<file path="config.mk">
export PLATFORM = sky130hd
export DESIGN_NAME = mem_access_unit_flat
export DESIGN_NICKNAME = d
export VERILOG_FILES = /design/src/rtl/mem_access_unit_if.sv /design/src/rtl/mem_access_unit.sv /design/src/flat_wrapper.sv
export SDC_FILE = /design/constraint.sdc
export NUM_CORES = 1
export LEC_CHECK = 0
export CAP_MARGIN = 10
export CORE_ASPECT_RATIO = 0.75
export CORE_UTILIZATION = 50
export CTS_BUF_LIST = sky130_fd_sc_hd__clkbuf_16
export DETAILED_ROUTE_END_ITERATION = 10
export PLACE_DENSITY = 0.79
export SYNTH_ARGS = -nofsm -noshare
export SYNTH_HDL_FRONTEND = slang
export SYNTH_SLANG_ARGS = --single-unit
</file>
<file path="constraint.sdc">
create_clock -name clk -period 3.8 [get_ports clk]
set_clock_uncertainty 0.05 [all_clocks]
set_input_delay 1.14 -clock clk [delete_from_list [all_inputs] [get_ports clk]]
set_output_delay 1.14 -clock clk [all_outputs]
set_load 0.01 [all_outputs]
</file>
<file path="src/rtl/mem_access_unit_if.sv">
// Request/response and Data_Memory bus bundle for mem_access_unit.
// The slave modport is the unit itself; master is the datapath plus memory side.
interface mem_access_unit_if;
    // Handshake: a request transfers on the rising edge where req_valid && req_ready.
    // req_ready is high only while the unit is idle and out of reset.
    // resp_valid is a single-cycle pulse with no back-pressure, and it qualifies
    // resp_rdata and resp_misaligned.
    logic        req_valid;
    logic        req_ready;
    logic        req_write;
    logic [1:0]  req_size;
    logic        req_unsigned;
    logic [63:0] req_addr;
    logic [63:0] req_wdata;

    logic        resp_valid;
    logic [63:0] resp_rdata;
    logic        resp_misaligned;

    logic        MemWrite;
    logic        MemRead;
    logic [63:0] MemAddr;
    logic [63:0] WriteData;
    logic [63:0] ReadData;

    modport master (
        output req_valid, req_write, req_size, req_unsigned, req_addr, req_wdata,
        output ReadData,
        input  req_ready, resp_valid, resp_rdata, resp_misaligned,
        input  MemWrite, MemRead, MemAddr, WriteData
    );

    modport slave (
        input  req_valid, req_write, req_size, req_unsigned, req_addr, req_wdata,
        input  ReadData,
        output req_ready, resp_valid, resp_rdata, resp_misaligned,
        output MemWrite, MemRead, MemAddr, WriteData
    );
endinterface

</file>
<file path="src/rtl/mem_access_unit.sv">
// Load/store initiator for a 64-bit Data_Memory port: alignment check, read-modify-write
// for sub-doubleword stores, and sign/zero-extended load results.
module mem_access_unit #(
    parameter int READ_LATENCY = 1
) (
    input  logic             clk,
    input  logic             rst,
    mem_access_unit_if.slave bus,
    output logic [2:0]       dbg_state_o
);

    typedef enum logic [2:0] {
        S_IDLE     = 3'd0,
        S_RD       = 3'd1,
        S_WAIT     = 3'd2,
        S_WR       = 3'd3,
        S_RESP     = 3'd4,
        S_RESP_ERR = 3'd5
    } state_t;

    localparam logic [2:0] WAIT_INIT = 3'(READ_LATENCY - 1);

    state_t      state_q;
    logic [2:0]  off_q;
    logic [1:0]  size_q;
    logic        write_q;
    logic        unsigned_q;
    logic [63:0] wdata_q;
    logic [2:0]  wait_cnt_q;

    logic        mem_write_q;
    logic        mem_read_q;
    logic [63:0] mem_addr_q;
    logic [63:0] write_data_q;
    logic        resp_valid_q;
    logic [63:0] resp_rdata_q;
    logic        resp_mis_q;

    logic        accept_d;
    logic        misaligned_d;
    logic [5:0]  shamt_d;
    logic [63:0] mask_d;
    logic [63:0] shifted_d;
    logic [63:0] merge_data_d;
    logic [63:0] load_data_d;

    function automatic logic [63:0] size_mask(input logic [1:0] size);
        case (size)
            2'd0:    size_mask = 64'h0000_0000_0000_00FF;
            2'd1:    size_mask = 64'h0000_0000_0000_FFFF;
            2'd2:    size_mask = 64'h0000_0000_FFFF_FFFF;
            default: size_mask = 64'hFFFF_FFFF_FFFF_FFFF;
        endcase
    endfunction

    assign bus.req_ready = (state_q == S_IDLE) && !rst;
    assign accept_d      = bus.req_valid && bus.req_ready;

    always_comb begin
        misaligned_d = 1'b0;
        case (bus.req_size)
            2'd1:    misaligned_d = bus.req_addr[0];
            2'd2:    misaligned_d = |bus.req_addr[1:0];
            2'd3:    misaligned_d = |bus.req_addr[2:0];
            default: misaligned_d = 1'b0;
        endcase
    end

    // Lane arithmetic works directly on ReadData, which is only consumed on the
    // final WAIT edge, so no separate copy of the memory word is kept.
    always_comb begin
        shamt_d      = {off_q, 3'b000};
        mask_d       = size_mask(size_q);
        merge_data_d = (bus.ReadData & ~(mask_d << shamt_d)) | ((wdata_q & mask_d) << shamt_d);
        shifted_d    = bus.ReadData >> shamt_d;
        load_data_d  = shifted_d;
        case (size_q)
            2'd0: load_data_d = unsigned_q ? {56'd0, shifted_d[7:0]}
                                           : {{56{shifted_d[7]}}, shifted_d[7:0]};
            2'd1: load_data_d = unsigned_q ? {48'd0, shifted_d[15:0]}
                                           : {{48{shifted_d[15]}}, shifted_d[15:0]};
            2'd2: load_data_d = unsigned_q ? {32'd0, shifted_d[31:0]}
                                           : {{32{shifted_d[31]}}, shifted_d[31:0]};
            default: load_data_d = shifted_d;
        endcase
    end

    always_ff @(posedge clk) begin
        if (rst) begin
            state_q      <= S_IDLE;
            off_q        <= 3'd0;
            size_q       <= 2'd0;
            write_q      <= 1'b0;
            unsigned_q   <= 1'b0;
            wdata_q      <= 64'd0;
            wait_cnt_q   <= 3'd0;
            mem_write_q  <= 1'b0;
            mem_read_q   <= 1'b0;
            mem_addr_q   <= 64'd0;
            write_data_q <= 64'd0;
            resp_valid_q <= 1'b0;
            resp_rdata_q <= 64'd0;
            resp_mis_q   <= 1'b0;
        end else begin
            // Response outputs are pulses; they are re-armed only when entering a response state.
            resp_valid_q <= 1'b0;
            resp_rdata_q <= 64'd0;
            resp_mis_q   <= 1'b0;
            case (state_q)
                S_IDLE: begin
                    if (accept_d) begin
                        off_q      <= bus.req_addr[2:0];
                        size_q     <= bus.req_size;
                        write_q    <= bus.req_write;
                        unsigned_q <= bus.req_unsigned;
                        wdata_q    <= bus.req_wdata;
                        if (misaligned_d) begin
                            state_q      <= S_RESP_ERR;
                            resp_valid_q <= 1'b1;
                            resp_mis_q   <= 1'b1;
                        end else if (bus.req_write && bus.req_size == 2'd3) begin
                            state_q      <= S_WR;
                            mem_write_q  <= 1'b1;
                            mem_addr_q   <= {bus.req_addr[63:3], 3'b000};
                            write_data_q <= bus.req_wdata;
                        end else begin
                            state_q    <= S_RD;
                            mem_read_q <= 1'b1;
                            mem_addr_q <= {bus.req_addr[63:3], 3'b000};
                        end
                    end
                end
                S_RD: begin
                    state_q    <= S_WAIT;
                    wait_cnt_q <= WAIT_INIT;
                end
                S_WAIT: begin
                    if (wait_cnt_q == 3'd0) begin
                        mem_read_q <= 1'b0;
                        if (write_q) begin
                            state_q      <= S_WR;
                            mem_write_q  <= 1'b1;
                            write_data_q <= merge_data_d;
                        end else begin
                            state_q      <= S_RESP;
                            resp_valid_q <= 1'b1;
                            resp_rdata_q <= load_data_d;
                        end
                    end else begin
                        wait_cnt_q <= wait_cnt_q - 3'd1;
                    end
                end
                S_WR: begin
                    mem_write_q  <= 1'b0;
                    state_q      <= S_RESP;
                    resp_valid_q <= 1'b1;
                end
                S_RESP:     state_q <= S_IDLE;
                S_RESP_ERR: state_q <= S_IDLE;
                default:    state_q <= S_IDLE;
            endcase
        end
    end

    assign bus.MemWrite        = mem_write_q;
    assign bus.MemRead         = mem_read_q;
    assign bus.MemAddr         = mem_addr_q;
    assign bus.WriteData       = write_data_q;
    assign bus.resp_valid      = resp_valid_q;
    assign bus.resp_rdata      = resp_rdata_q;
    assign bus.resp_misaligned = resp_mis_q;
    assign dbg_state_o         = state_q;

endmodule
</file>
<file path="src/flat_wrapper.sv">
// flat-port wrapper written by rule: the top's interface ports become plain ports
module mem_access_unit_flat 
#(
    parameter int READ_LATENCY = 1
)
  (clk, rst, dbg_state_o, bus_req_valid, bus_req_write, bus_req_size, bus_req_unsigned, bus_req_addr, bus_req_wdata, bus_ReadData, bus_req_ready, bus_resp_valid, bus_resp_rdata, bus_resp_misaligned, bus_MemWrite, bus_MemRead, bus_MemAddr, bus_WriteData);
  mem_access_unit_if bus_i ();
  input  logic clk;
  input  logic rst;
  output logic [2:0] dbg_state_o;
  input wire logic [$bits(bus_i.req_valid)-1:0] bus_req_valid;
  input wire logic [$bits(bus_i.req_write)-1:0] bus_req_write;
  input wire logic [$bits(bus_i.req_size)-1:0] bus_req_size;
  input wire logic [$bits(bus_i.req_unsigned)-1:0] bus_req_unsigned;
  input wire logic [$bits(bus_i.req_addr)-1:0] bus_req_addr;
  input wire logic [$bits(bus_i.req_wdata)-1:0] bus_req_wdata;
  input wire logic [$bits(bus_i.ReadData)-1:0] bus_ReadData;
  output wire logic [$bits(bus_i.req_ready)-1:0] bus_req_ready;
  output wire logic [$bits(bus_i.resp_valid)-1:0] bus_resp_valid;
  output wire logic [$bits(bus_i.resp_rdata)-1:0] bus_resp_rdata;
  output wire logic [$bits(bus_i.resp_misaligned)-1:0] bus_resp_misaligned;
  output wire logic [$bits(bus_i.MemWrite)-1:0] bus_MemWrite;
  output wire logic [$bits(bus_i.MemRead)-1:0] bus_MemRead;
  output wire logic [$bits(bus_i.MemAddr)-1:0] bus_MemAddr;
  output wire logic [$bits(bus_i.WriteData)-1:0] bus_WriteData;
  assign bus_i.req_valid = bus_req_valid;
  assign bus_i.req_write = bus_req_write;
  assign bus_i.req_size = bus_req_size;
  assign bus_i.req_unsigned = bus_req_unsigned;
  assign bus_i.req_addr = bus_req_addr;
  assign bus_i.req_wdata = bus_req_wdata;
  assign bus_i.ReadData = bus_ReadData;
  assign bus_req_ready = bus_i.req_ready;
  assign bus_resp_valid = bus_i.resp_valid;
  assign bus_resp_rdata = bus_i.resp_rdata;
  assign bus_resp_misaligned = bus_i.resp_misaligned;
  assign bus_MemWrite = bus_i.MemWrite;
  assign bus_MemRead = bus_i.MemRead;
  assign bus_MemAddr = bus_i.MemAddr;
  assign bus_WriteData = bus_i.WriteData;
  mem_access_unit #(.READ_LATENCY(READ_LATENCY)) u_core (.clk(clk), .rst(rst), .bus(bus_i), .dbg_state_o(dbg_state_o));
endmodule
</file>
==> flow_summary.toml <==
[floorplanning]
die_area_um2 = 29000
start_util_pct = 51.7
coreArea_um2 = 27400
rows = 52
die_h_um = 148
ios = 399
fp.dieW_um = 196

[clocking]
cts_tree = "done"
cts_hold_buffers = 0
clock_path_buffers = 3
cts_resized = 0
cts_root_buf = "clkbuf_16"
htreeDepth = 1
numCtsBuffers = 27
path_clk_slew_ns = 0.07
worstSkewPairLatency_ns = 0.56
post_cts.repair.setup_buffers = 0
clock-sinks = 270

[global_route]
grt_pass1_wl_um = 86700
antenna_found_initial = 0
grt_busiest_layer = "met1"
grt_util_met2_pct = 55.3
use_met3_pct = 10.7
grtUsageTotal_pct = 39.1
grt_overflow = 0
met1_usage_pct = 57.1
grt_pass1_vias = 13800
grt_start_max_net_pins = 126

[routing]
wl_per_cell_um = 23.9
drc = 0
num_vias = 15100
vias_per_cell = 6.19
first_pass_iters = 6
drtIter0Drc = 1673
ant_nets = 0
drt_wl_total_um = 58300

[timing]
tns_ns = 0
grt_setup_unrepaired = "false"
fmax_ghz = 0.291
setup_viol = 0
maxSlewViolCount = 0
min_period_ns = 3.43
worst_pin_slew_ns = 1.18
final.period_utilization_pct = 90.3
hold_violations = 0
slew_headroom_pct = 21.2

[logic_synthesis]
synthCells = 1741
syn_area_um2 = 14200
ys_warn_count = 0
synth_edf_count = 0
synth_ff_type = "dfxtp_1"
syn_avg_cell_area_um2 = 8.14
async_flop_share_pct = 0
synth_cell_types = 67
ys_seq_area_share_pct = 38.2
synth-seq-cells = 270

[critical_path]
required_ns = 2.61
worstPathArrival_ns = 2.24
start_kind = "input pin"
cp_max_fo = 4
crit_type = "input pin to output port"
reg2reg_slack_ns = 0.80
endpoint_kind = "output port"

[finish]
n_fill_cell = 2203
fin_cells = 2437
drive_gt1_share_pct = 9.08
synthToLayoutAreaGrowth_pct = 35.2
diodes = 0
final_cell_mix = "clkdlybuf4s50_1, nand2_1, dfxtp_1"
layout_commonest_cell = "clkdlybuf4s50_1"
utilization_pct = 69.9
multi_input_area_um2 = 7960
register_area_um2 = 5410
nets = 2240

[job]
drv_cap = 0

[min_path]
hp-class = "flip-flop to flip-flop"

[placement]
gp_congestion = 0.999
io_buffers = 395
dp.cells = 2388
dp_hpwl_um = 43500

[run_status]
status = "completed"

[power_and_ir_drop]
ir_drop_mv = 0.370
p_leak_nw = 6.56
p_per_area_nw_per_um2 = 417
-- power by group --
part / total (mW) / leakage [nW] / internal [mW] / switching [mW]
sequential: 3.24 / 2.20 / 3.02 / 0.222
clock: 2.66 / 0.420 / 1.48 / 1.18
combinational: 2.09 / 3.95 / 0.884 / 1.20
total: 7.99 / 6.56 / 5.38 / 2.61
-- cell families after synthesis --
kind of cell,synth area share (%)
compound gates,25.2
fa+ha+maj,0.177
buf+inv,5.88
flops,38.2
mux,9.79
other cells,0.0265
simple gates,20.8
-- routing by layer --
layer	part of all wire (%)	up-vias	wire length (um)
met3	13	146	7530
met4	3.2	0	1880
li1	-	6827	-
met1	43	7080	24900
met2	41	1027	24000
met5	0	-	0
-- metrics by stage --
step | total power, mW | setup slack (ns) | instance area (um^2) | hold WS (ns)
4_1_cts | 7.93 | 0.365 | 19100 | 0.404
3_5_place_dp | 5.30 | 0.140 | 18300 | 0.395
3_3_place_gp | 5.27 | 0.194 | 18300 | 0.391
2_1_floorplan | 4.35 | 0.927 | 14200 | 0.396
6_report | 7.99 | 0.369 | 19100 | 0.404
5_1_grt | 8.24 | 0.297 | 19100 | 0.422
-- worst max-delay path, cell delays in order --
cell             delay, ns
buf_6                 0.09
or3_1                 0.36
nor2_1                0.11
clkdlybuf4s50_1       0.54
-- path summary, 6_finish.rpt --
path | start | endpoint | depth (start not counted)
worst max-delay path | rst | bus_req_ready | 4
worst min-delay path | u_core.bus.MemAddr[31]$_SDFFE_PP0P_ | u_core.bus.MemAddr[31]$_SDFFE_PP0P_ | 2
worst max register to register | u_core.off_q[2]$_SDFFE_PP0P_ | u_core.bus.WriteData[58]$_SDFFE_PP0P_ | 6
worst min register to register | u_core.bus.MemAddr[31]$_SDFFE_PP0P_ | u_core.bus.MemAddr[31]$_SDFFE_PP0P_ | 2
-- area by class of cell --
class,count,share of cell area [%]
multi-input cells,1282,41.6
flip-flops and latches,270,28.3
repair buffers,433,22.7
clock buffers,28,3.66
well taps,378,2.47
clock inverters,21,0.882
inverters,25,0.490
-- synthesized netlist by cell type (all sizes together), types with 25 or more instances --
| cell type | instances | area [um^2] |
|---|---|---|
| a211oi | 28 | 210 |
| a21oi | 202 | 1010 |
| buf | 74 | 393 |
| clkbuf | 92 | 347 |
| dfxtp | 270 | 5410 |
| inv | 25 | 93.8 |
| mux2 | 46 | 518 |
| mux2i | 62 | 621 |
| nand2 | 342 | 1280 |
| nand2b | 60 | 375 |
| nand3b | 33 | 248 |
| nor2 | 70 | 268 |
| nor2b | 25 | 156 |
| o211ai | 26 | 195 |
| o21ai | 109 | 546 |
-- flip-flops by register name, indices dropped and copies added (netlist names), 2 cells and up --
register	flops
u_core.wait_cnt_q	3
u_core.bus.MemAddr	61
u_core.dbg_state_o	3
u_core.size_q	2
u_core.bus.WriteData	64
u_core.wdata_q	64
u_core.bus.resp_rdata	64
u_core.off_q	3
Power figures use the tool's default switching activity.
